`src/rtl/sid_mix_pkg.sv`:
```
// Shared types and width helpers for the SID output mixer and related audio stages.
package sid_mix_pkg;

  // Master volume is a 4-bit linear gain, so scaling by vol is undone by this shift.
  localparam int VOL_SHIFT = 4;

  typedef enum logic [1:0] {
    IDLE  = 2'd0,
    ACC   = 2'd1,
    SCALE = 2'd2,
    SAT   = 2'd3
  } mix_state_e;

  // Sum of nch signed vw-bit samples cannot overflow this width.
  function automatic int sum_width(input int vw, input int nch);
    return vw + $clog2(nch);
  endfunction

  // Product of the channel sum and a zero-extended 4-bit volume.
  function automatic int prod_width(input int vw, input int nch);
    return sum_width(vw, nch) + 5;
  endfunction

endpackage

```
`src/rtl/sid_audio_mixer_if.sv`:
```
// Frame input and DAC-side output bundle for the SID mixer.
// A frame transfers on the rising clk edge where in_valid && in_ready; ch_in/ch_en/vol
// only need to be valid on that edge. out_valid is a one-cycle pulse and out_sample /
// out_clip hold their values until the next pulse (there is no backpressure on the output).
interface sid_audio_mixer_if #(
  parameter int NCH = 4,
  parameter int VW  = 16,
  parameter int N   = 16
);
  logic               in_valid;
  logic               in_ready;
  logic [NCH*VW-1:0]  ch_in;
  logic [NCH-1:0]     ch_en;
  logic [3:0]         vol;
  logic [N-1:0]       out_sample;
  logic               out_valid;
  logic               out_clip;

  modport slave (
    input  in_valid, ch_in, ch_en, vol,
    output in_ready, out_sample, out_valid, out_clip
  );

  modport master (
    output in_valid, ch_in, ch_en, vol,
    input  in_ready, out_sample, out_valid, out_clip
  );
endinterface

```
`src/rtl/sat_to_offset.sv`:
```
// Saturate a signed value to N bits and convert it to unsigned offset binary.
// Narrower inputs are sign-extended and can never clip.
module sat_to_offset #(
  parameter int IW = 23,
  parameter int N  = 16
) (
  input  logic signed [IW-1:0] din,
  output logic [N-1:0]         dout,
  output logic                 clip
);

  logic signed [N-1:0] sat;

  generate
    if (IW > N) begin : g_sat
      logic in_range;
      // In range when every bit above the output sign bit copies the input sign.
      assign in_range = (din[IW-1:N-1] == {(IW-N+1){din[IW-1]}});

      always_comb begin
        clip = ~in_range;
        if (in_range) begin
          sat = din[N-1:0];
        end else if (din[IW-1]) begin
          sat = {1'b1, {(N-1){1'b0}}};
        end else begin
          sat = {1'b0, {(N-1){1'b1}}};
        end
      end
    end else begin : g_ext
      assign sat  = N'(din);
      assign clip = 1'b0;
    end
  endgenerate

  assign dout = {~sat[N-1], sat[N-2:0]};

endmodule

```
`src/rtl/sid_audio_mixer.sv`:
```
// Final SID mixing stage: masked channel sum, master volume, saturation to offset binary.
// One adder and one multiplier are shared across the frame under a small FSM.
module sid_audio_mixer
  import sid_mix_pkg::*;
#(
  parameter int NCH        = 4,
  parameter int VW         = 16,
  parameter int N          = 16,
  parameter int GAIN_SHIFT = 2
) (
  input  logic               clk,
  input  logic               n_reset,
  sid_audio_mixer_if.slave   bus,
  output mix_state_e         dbg_state
);

  localparam int SW   = sum_width(VW, NCH);
  localparam int PW   = prod_width(VW, NCH);
  localparam int IDXW = (NCH > 1) ? $clog2(NCH) : 1;
  localparam int RSH  = VOL_SHIFT + GAIN_SHIFT;

  mix_state_e             state, state_nx;
  logic [IDXW-1:0]        idx;
  logic signed [SW-1:0]   acc;
  logic signed [SW-1:0]   addend;
  logic signed [PW-1:0]   prod;
  logic signed [PW-1:0]   shifted;
  logic [NCH*VW-1:0]      cap_ch;
  logic [NCH-1:0]         cap_en;
  logic [3:0]             cap_vol;
  logic                   accept;
  logic                   last_ch;
  logic [N-1:0]           sat_sample;
  logic                   sat_clip;
  logic [N-1:0]           out_sample_q;
  logic                   out_valid_q;
  logic                   out_clip_q;

  always_ff @(posedge clk or negedge n_reset) begin
    if (!n_reset) begin
      state <= IDLE;
    end else begin
      state <= state_nx;
    end
  end

  always_comb begin
    state_nx = state;
    accept   = 1'b0;
    last_ch  = (idx == IDXW'(NCH - 1));
    case (state)
      IDLE: begin
        if (bus.in_valid) begin
          accept   = 1'b1;
          state_nx = ACC;
        end
      end
      ACC:     if (last_ch) state_nx = SCALE;
      SCALE:   state_nx = SAT;
      SAT:     state_nx = IDLE;
      default: state_nx = IDLE;
    endcase
  end

  // Masked channels feed zero into the shared adder rather than being skipped.
  always_comb begin
    addend = '0;
    if (cap_en[idx]) begin
      addend = SW'($signed(cap_ch[idx*VW +: VW]));
    end
  end

  assign shifted = prod >>> RSH;

  always_ff @(posedge clk or negedge n_reset) begin
    if (!n_reset) begin
      idx          <= '0;
      acc          <= '0;
      prod         <= '0;
      cap_ch       <= '0;
      cap_en       <= '0;
      cap_vol      <= '0;
      out_sample_q <= {1'b1, {(N-1){1'b0}}};
      out_valid_q  <= 1'b0;
      out_clip_q   <= 1'b0;
    end else begin
      out_valid_q <= 1'b0;
      case (state)
        IDLE: begin
          if (accept) begin
            cap_ch  <= bus.ch_in;
            cap_en  <= bus.ch_en;
            cap_vol <= bus.vol;
            acc     <= '0;
            idx     <= '0;
          end
        end
        ACC: begin
          acc <= acc + addend;
          idx <= idx + IDXW'(1);
        end
        SCALE: begin
          prod <= PW'(acc) * PW'($signed({1'b0, cap_vol}));
        end
        SAT: begin
          out_sample_q <= sat_sample;
          out_clip_q   <= sat_clip;
          out_valid_q  <= 1'b1;
        end
        default: ;
      endcase
    end
  end

  sat_to_offset #(
    .IW (PW),
    .N  (N)
  ) u_sat (
    .din  (shifted),
    .dout (sat_sample),
    .clip (sat_clip)
  );

  assign bus.in_ready   = (state == IDLE);
  assign bus.out_sample = out_sample_q;
  assign bus.out_valid  = out_valid_q;
  assign bus.out_clip   = out_clip_q;
  assign dbg_state      = state;

endmodule

```
`src/flat_wrapper.sv`:
```
// flat-port wrapper written by rule: the top's interface ports become plain ports
module sid_audio_mixer_flat import sid_mix_pkg::*;
#(
  parameter int NCH        = 4,
  parameter int VW         = 16,
  parameter int N          = 16,
  parameter int GAIN_SHIFT = 2
)
  (clk, n_reset, dbg_state, bus_in_valid, bus_ch_in, bus_ch_en, bus_vol, bus_in_ready, bus_out_sample, bus_out_valid, bus_out_clip);
  sid_audio_mixer_if #(.NCH(NCH), .VW(VW), .N(N)) bus_i ();
  input  logic clk;
  input  logic n_reset;
  output mix_state_e dbg_state;
  input wire logic [$bits(bus_i.in_valid)-1:0] bus_in_valid;
  input wire logic [$bits(bus_i.ch_in)-1:0] bus_ch_in;
  input wire logic [$bits(bus_i.ch_en)-1:0] bus_ch_en;
  input wire logic [$bits(bus_i.vol)-1:0] bus_vol;
  output wire logic [$bits(bus_i.in_ready)-1:0] bus_in_ready;
  output wire logic [$bits(bus_i.out_sample)-1:0] bus_out_sample;
  output wire logic [$bits(bus_i.out_valid)-1:0] bus_out_valid;
  output wire logic [$bits(bus_i.out_clip)-1:0] bus_out_clip;
  assign bus_i.in_valid = bus_in_valid;
  assign bus_i.ch_in = bus_ch_in;
  assign bus_i.ch_en = bus_ch_en;
  assign bus_i.vol = bus_vol;
  assign bus_in_ready = bus_i.in_ready;
  assign bus_out_sample = bus_i.out_sample;
  assign bus_out_valid = bus_i.out_valid;
  assign bus_out_clip = bus_i.out_clip;
  sid_audio_mixer #(.NCH(NCH), .VW(VW), .N(N), .GAIN_SHIFT(GAIN_SHIFT)) u_core (.clk(clk), .n_reset(n_reset), .bus(bus_i), .dbg_state(dbg_state));
endmodule
```
`config.mk`:
```
export PLATFORM = sky130hd
export DESIGN_NAME = sid_audio_mixer_flat
export DESIGN_NICKNAME = d
export VERILOG_FILES = /design/src/rtl/sid_mix_pkg.sv /design/src/rtl/sid_audio_mixer_if.sv /design/src/rtl/sat_to_offset.sv /design/src/rtl/sid_audio_mixer.sv /design/src/flat_wrapper.sv
export SDC_FILE = /design/constraint.sdc
export NUM_CORES = 1
export LEC_CHECK = 0
export ABC_AREA = 1
export BUFFER_PORTS_ARGS = -buffer_cell sky130_fd_sc_hd__buf_4
export CAP_MARGIN = 20
export CELL_PAD_IN_SITES_DETAIL_PLACEMENT = 1
export CELL_PAD_IN_SITES_GLOBAL_PLACEMENT = 1
export CORE_ASPECT_RATIO = 0.7
export CORE_MARGIN = 2
export CORE_UTILIZATION = 35
export DETAILED_ROUTE_END_ITERATION = 10
export PLACE_DENSITY_LB_ADDON = 0.1
export SETUP_SLACK_MARGIN = 0.05
export SLEW_MARGIN = 40
export SYNTH_ARGS = -nofsm -noshare
export SYNTH_HDL_FRONTEND = slang
export SYNTH_SLANG_ARGS = --single-unit
```
`constraint.sdc`:
```
create_clock -name clk -period 4.7 [get_ports clk]
set_clock_uncertainty 0.2 [all_clocks]
set_input_delay 0.235 -clock clk [delete_from_list [all_inputs] [get_ports clk]]
set_output_delay 0.235 -clock clk [all_outputs]
set_load 0.01 [all_outputs]
```
Word level (Yosys, flattened, before mapping)
Cells that the tools add are included.
{ "classes": {"n_addsub": 2, "mul": 1, "div": 0, "order_cmp": 1, "eq_ne": 8, "shift": 1, "muxes": 15, "n_bitwise": 2, "reduce_logical": 5} }
{ "op_table": {"columns": ["cell", "n"], "rows": [
  ["indexed part select 64 x 7 -> 16 bit", 1],
  ["2-to-1 mux 18 bit", 2],
  ["one-hot mux 18 bit (2 select lines)", 1],
  ["2-to-1 mux 16 bit", 2],
  ["multiplier 18 x 5 -> 23 bit", 1],
  ["adder 18 bit", 1],
  ["one-hot mux 2 bit (4 select lines)", 1],
  ["equality test 2 bit, second input constant", 3],
  ["2-to-1 mux 2 bit", 3],
  ["AND reduction 2 bit", 3],
  ["2-to-1 mux 1 bit", 4],
  ["inequality test 2 x 1 -> 1 bit, second input constant", 2],
  ["one-hot mux 2 bit (2 select lines)", 1],
  ["< comparator 2 x 3 -> 1 bit, second input constant", 1],
  ["adder 2 x 1 -> 2 bit, second input constant", 1],
  ["binary-select mux 1 bit (select 2 bit)", 1],
  ["equality test 2 x 1 -> 1 bit, second input constant", 1],
  ["zero test 2 bit", 1],
  ["inequality test 2 bit, second input constant", 1],
  ["inverter 1 bit", 2],
  ["nonzero test 2 bit", 1],
  ["equality test 1 bit", 1]
]} }
{ "totals": {"regBits": 135, "latchBits": 0, "ramBits": 0, "rom_bits": 0, "inputBits": 75, "word_cells": 45, "mem_count": 0} }

Logic depth before layout (Yosys ltp)
{ "logic_depth": {"ltp_word": 5, "ltp_mapped": 22} }

By module
A second synthesis with hierarchy kept.
{ "unflattened": {"cells_unflattened": 1285, "area_unflattened_um2": 9462.8} }
{ "by_module_without_submodules": {"columns": ["module", "instances", "cells_each", "area_per_inst_um2"], "rows": [
  ["sid_audio_mixer", 1, 1233, 9221.3],
  ["sat_to_offset", 1, 52, 241.5]
]} }

Least setup slack after synthesis
Ideal clock, no wire load.
{ "synth_path": {"kind": "reg-to-reg", "from": "reg u_core.cap_vol[2]", "to": "reg u_core.prod[16]", "setup_ns": 0.117, "t_arrival_ns": 3.484, "required_ns": 4.383, "slack_ns": 0.898, "path_stages_with_launch": 19, "path_buffers": 2, "path_cell_list": "dfrtp_1 > clkbuf_1 > buf_1 > nand2_1 > inv_1 > ha_1 > fa_1 > inv_1 > fa_1 > inv_1 > ha_1 > a21o_1 > nor2_1 > nand2_2 > nand3_1 > nand2_1 > or2_1 > nand3_1 > nand2_1"} }
{ "synth_via": {"elab_chain_len": 1} }
{ "synth_rtl": {"columns": ["item", "line", "text"], "rows": [
  ["start, declared", "sid_audio_mixer.sv:30", "logic [3:0] cap_vol;"],
  ["start signal, assigned", "sid_audio_mixer.sv:93", "cap_vol <= bus.vol;"],
  ["multiplier 18 x 5 -> 23 bit", "sid_audio_mixer.sv:103", "prod <= PW'(acc) * PW'($signed({1'b0, cap_vol}));"],
  ["end signal, assigned", "sid_audio_mixer.sv:103", null],
  ["end, declared", "sid_audio_mixer.sv:26", "logic signed [PW-1:0] prod;"]
]} }
Every way passes these cells.
A chain may end at the register's enable or synchronous reset.

Final worst setup path
Same ends and word-level chain as after synthesis.

==> flow_metrics.py <==
metrics = {
    "logic_synthesis": {
        "synthSimpleGateAreaFrac_pct": 27.8,
        "synth_top_cell_by_area": "dfrtp_1",
        "synth_compound_area_share_pct": 9.77,
        "synth_ff_type": "dfrtp_1",
        "synth_most_common_cell": "nand2_1",
        "synth_commonest_cells": "nand2_1, inv_1, dfrtp_1",
        "yosysUniqueCellTypes": 44,
        "avgSynthCellArea_sq_um": 7.22,
        "synth_nets": 1474,
        "synth_top_family_by_area": "simple AND/OR/NAND/NOR gates",
        "synth_area_leaders": "dfrtp_1, nand2_1, ha_1, fa_1, inv_1",
        "ys_seq_area_share_pct": 34.5,
        "synthArstFlopShare_pct": 100,
        "synth.cell_area_sq_um": 9350,
        "synth_fa_ha_area_share_pct": 16.7,
        "muxShareOfSynthArea_pct": 0,
        "yosysWarnings": 0,
        "syn_inst": 1296,
        "synth_top_area_share_pct": 34.2,
        "ys_ff_latch": 129,
        "synthXorXnorAreaFrac_pct": 1.22,
        "synth_edf_count": 0,
    },
    "worst_setup_path": {
        "startpoint": "u_core.cap_vol[2]",
        "worst_path_most_repeated_cell": "nand2_1",
        "critPathTopFamily": "adder cells",
        "reg2reg_setup_slack_ns": 0.33,
        "cp-start-kind": "flip-flop",
        "critPathMaxStageDelay_ns": 0.66,
        "crit_path_cell_trace": "buf_4 > nand2_1 > inv_1 > ha_1 > fa_1 > inv_1 > fa_1 > inv_1 > ha_1 > nand2_1 > nor2_1 > nand2_1 > nand2_2 > nand3_1 > nand2_1 > or2_1 > nand3_1 > nand2_1",
        "crit_required_ns": 4.87,
        "r2r-end": "u_core.prod[16]",
        "critPathBufInv": 4,
        "cp_max_fo": 14,
        "crit-reg2reg-launch": "u_core.cap_vol[2]",
        "r2r_cells": 18,
        "crit_path_end_kind": "flip-flop",
        "cp.arrival_ns": 4.54,
        "path_class": "flip-flop to flip-flop",
        "slowest_stage": "dfrtp_1",
    },
    "clock_network": {
        "clock_path_buffers": 2,
        "cts_root_buffer": "clkbuf_16",
        "cts_setup_buffers": 0,
        "cts.htree.levels": 4,
        "clk_latency_ns": 0.44,
        "post_cts_resized": 0,
        "cts_num_sinks": 129,
        "clk_pin_slew_ns": 0.07,
        "postCtsHoldBufs": 75,
        "cts_inserted_buffers": 17,
        "cts_tree": "built",
    },
    "global_route": {
        "grt_util_met2_pct": 31.4,
        "grt_max_degree": 68,
        "grt-busiest-layer": "met1",
        "antenna_found_initial": 0,
        "grt_util_met1_pct": 35.0,
        "grt_use_total_pct": 22.1,
        "grt_pass1_vias": 9046,
        "gr-total-overflow": 0,
        "met3_usage_pct": 3.59,
        "grt_pass1_wl_mm": 48.3,
    },
    "sta": {
        "clock.fmax_ghz": 0.229,
        "rsz0062_at_grt": "false",
        "setup_violations": 0,
        "final_hold_viol_count": 0,
        "relSlewSlack_pct": 50.7,
        "post-route-period-util_pct": 92.9,
        "hold-worst-slack_ns": 0.0769,
        "tns_ns": 0,
        "post-route-min-period_ns": 4.37,
        "slew_viol_final": 0,
        "worst_slack_ns": 0.332,
        "worst_pin_slew_ns": 0.740,
    },
    "final_layout": {
        "area_growth_pct": 26.3,
        "antennaDiodeCount": 0,
        "fin_nets": 1632,
        "drive_gt1_share_pct": 11.7,
    },
    "place": {
        "dp_slack_ns": 0.401,
        "hpwl_mm": 21.7,
        "place_congestion": 0.932,
        "numPortBuffers": 95,
    },
    "pwr": {
        "p_comb_share_pct": 51.5,
        "intPower_mw": 3.83,
        "p_clk_share_pct": 20.0,
        "p_leak_nw": 6.66,
        "seqPwrFrac_pct": 28.5,
        "switching_share_pct": 46.7,
        "switchingPower_mw": 3.36,
        "ir_drop_mv": 0.276,
        "powerDensity_nw_per_um2": 609,
    },
    "floorplan": {
        "io_pins": 96,
        "initial_utilization_pct": 35.3,
        "die_area_sq_um": 28100,
        "dieWidth_um": 199,
        "rows": 50,
        "die_h_um": 141,
        "core_area_sq_um": 26500,
    },
    "min_path": {
        "min_to": "u_core.cap_vol[2]",
        "hold_depth": 4,
        "hold_path.startpoint": "bus_in_valid",
        "min_path_type": "primary input to flip-flop",
    },
    "route": {
        "vias": 8754,
        "wl_mm": 29.3,
        "drc": 0,
        "drt-pass1-iter-count": 5,
        "drt-initial-drc-count": 521,
        "routed_via_density": 4.78,
        "ant_nets": 0,
        "wire_per_inst_um": 16.0,
    },
    "run_status": {
        "status": "completed",
    },
    "job": {
        "cap_violations": 0,
    },
}
[stage by stage]
step	power, mW	instances	instance area, sq um	utilization, %
after floorplan	4.51	1296	9350	-
after global placement	5.63	1723	10400	39.3
after detailed placement	5.71	1723	10400	39.3
after CTS	7.25	1830	11800	44.5
after global routing	7.91	1831	11800	44.5
final	7.19	1831	11800	44.5
[area by class of cell]
| cell class | instances | area, sq um |
|---|---|---|
| Sequential cell | 129 | 3230 |
| Clock inverter | 11 | 153 |
| Multi-Input combinational cell | 927 | 5200 |
| Clock buffer | 21 | 470 |
| Fill cell | 3329 | 14700 |
| Inverter | 197 | 742 |
| Timing Repair Buffer | 182 | 1570 |
| Tap cell | 364 | 455 |
[state kept, by name, indices dropped and copies added (netlist names), 2 cells and up]
| signal | count |
|---|---|
| u_core.bus.out_sample | 16 |
| u_core.prod | 17 |
| u_core.dbg_state | 2 |
| u_core.idx | 2 |
| u_core.acc | 18 |
| u_core.cap_en | 4 |
| u_core.cap_ch | 64 |
| u_core.cap_vol | 4 |
[kinds of logic (layout without fill, tap and decap cells)]
family                   after synthesis  count (layout)
AO/OA/AOI/OAI                        166             166
adder cells (fa/ha/maj)              103             103
XOR/XNOR                              13              13
buffers and inverters                240             411
flip-flops                           129             129
AND/OR/NAND/NOR                      645             645
[worst max path at each step]
stage                     depth (start not counted)  slack (ns)               to
after global placement                           18        0.41  u_core.prod[16]
after detailed placement                         18        0.40  u_core.prod[16]
after CTS                                        18        0.38  u_core.prod[16]
final                                            18        0.33  u_core.prod[16]
after floorplan                                  18        0.90  u_core.prod[16]
after global routing                             18        0.08  u_core.prod[16]
[placed cells by master (no fill, tap or decap), types with 4 or more instances in the layout]
master and n:
o21ai_1 9, o22ai_1 16, clkbuf_16 17, xnor2_1 10
nand2_2 12, ha_1 66, nor2_1 91, nand3_1 36
nor3_1 9, o21ai_0 66, nand2_1 473, dfrtp_1 128
a21oi_1 52, inv_1 191, buf_4 106, fa_1 37
dlygate4sd3_1 75, nand4_1 5, a21o_1 7, inv_2 4
nand3b_1 4
[power groups by stage]
| stage | clock, mW | sequential (mW) | combinational, mW |
|---|---|---|---|
| 6_report | 1.44 | 2.05 | 3.71 |
| 5_1_grt | 1.51 | 2.12 | 4.27 |
| 4_1_cts | 1.46 | 2.05 | 3.74 |
| 3_5_place_dp | 0 | 2.06 | 3.64 |
| 3_3_place_gp | 0 | 2.06 | 3.57 |
| 2_1_floorplan | 0 | 1.90 | 2.61 |
[tightest hold or removal path, delay by kind of cell]
family / cells / cell delay, ns
and+or+nand+nor: 3 / 0.32
buffers and inverters: 1 / 0.09
[per-layer routing]
metal / share of wire, % / vias up
li1: - / 4317
met1: 55 / 4299
met2: 41 / 129
met3: 4.0 / 9
met4: 0.61 / 0
met5: 0 / -
(Power assumes the default switching activity.)
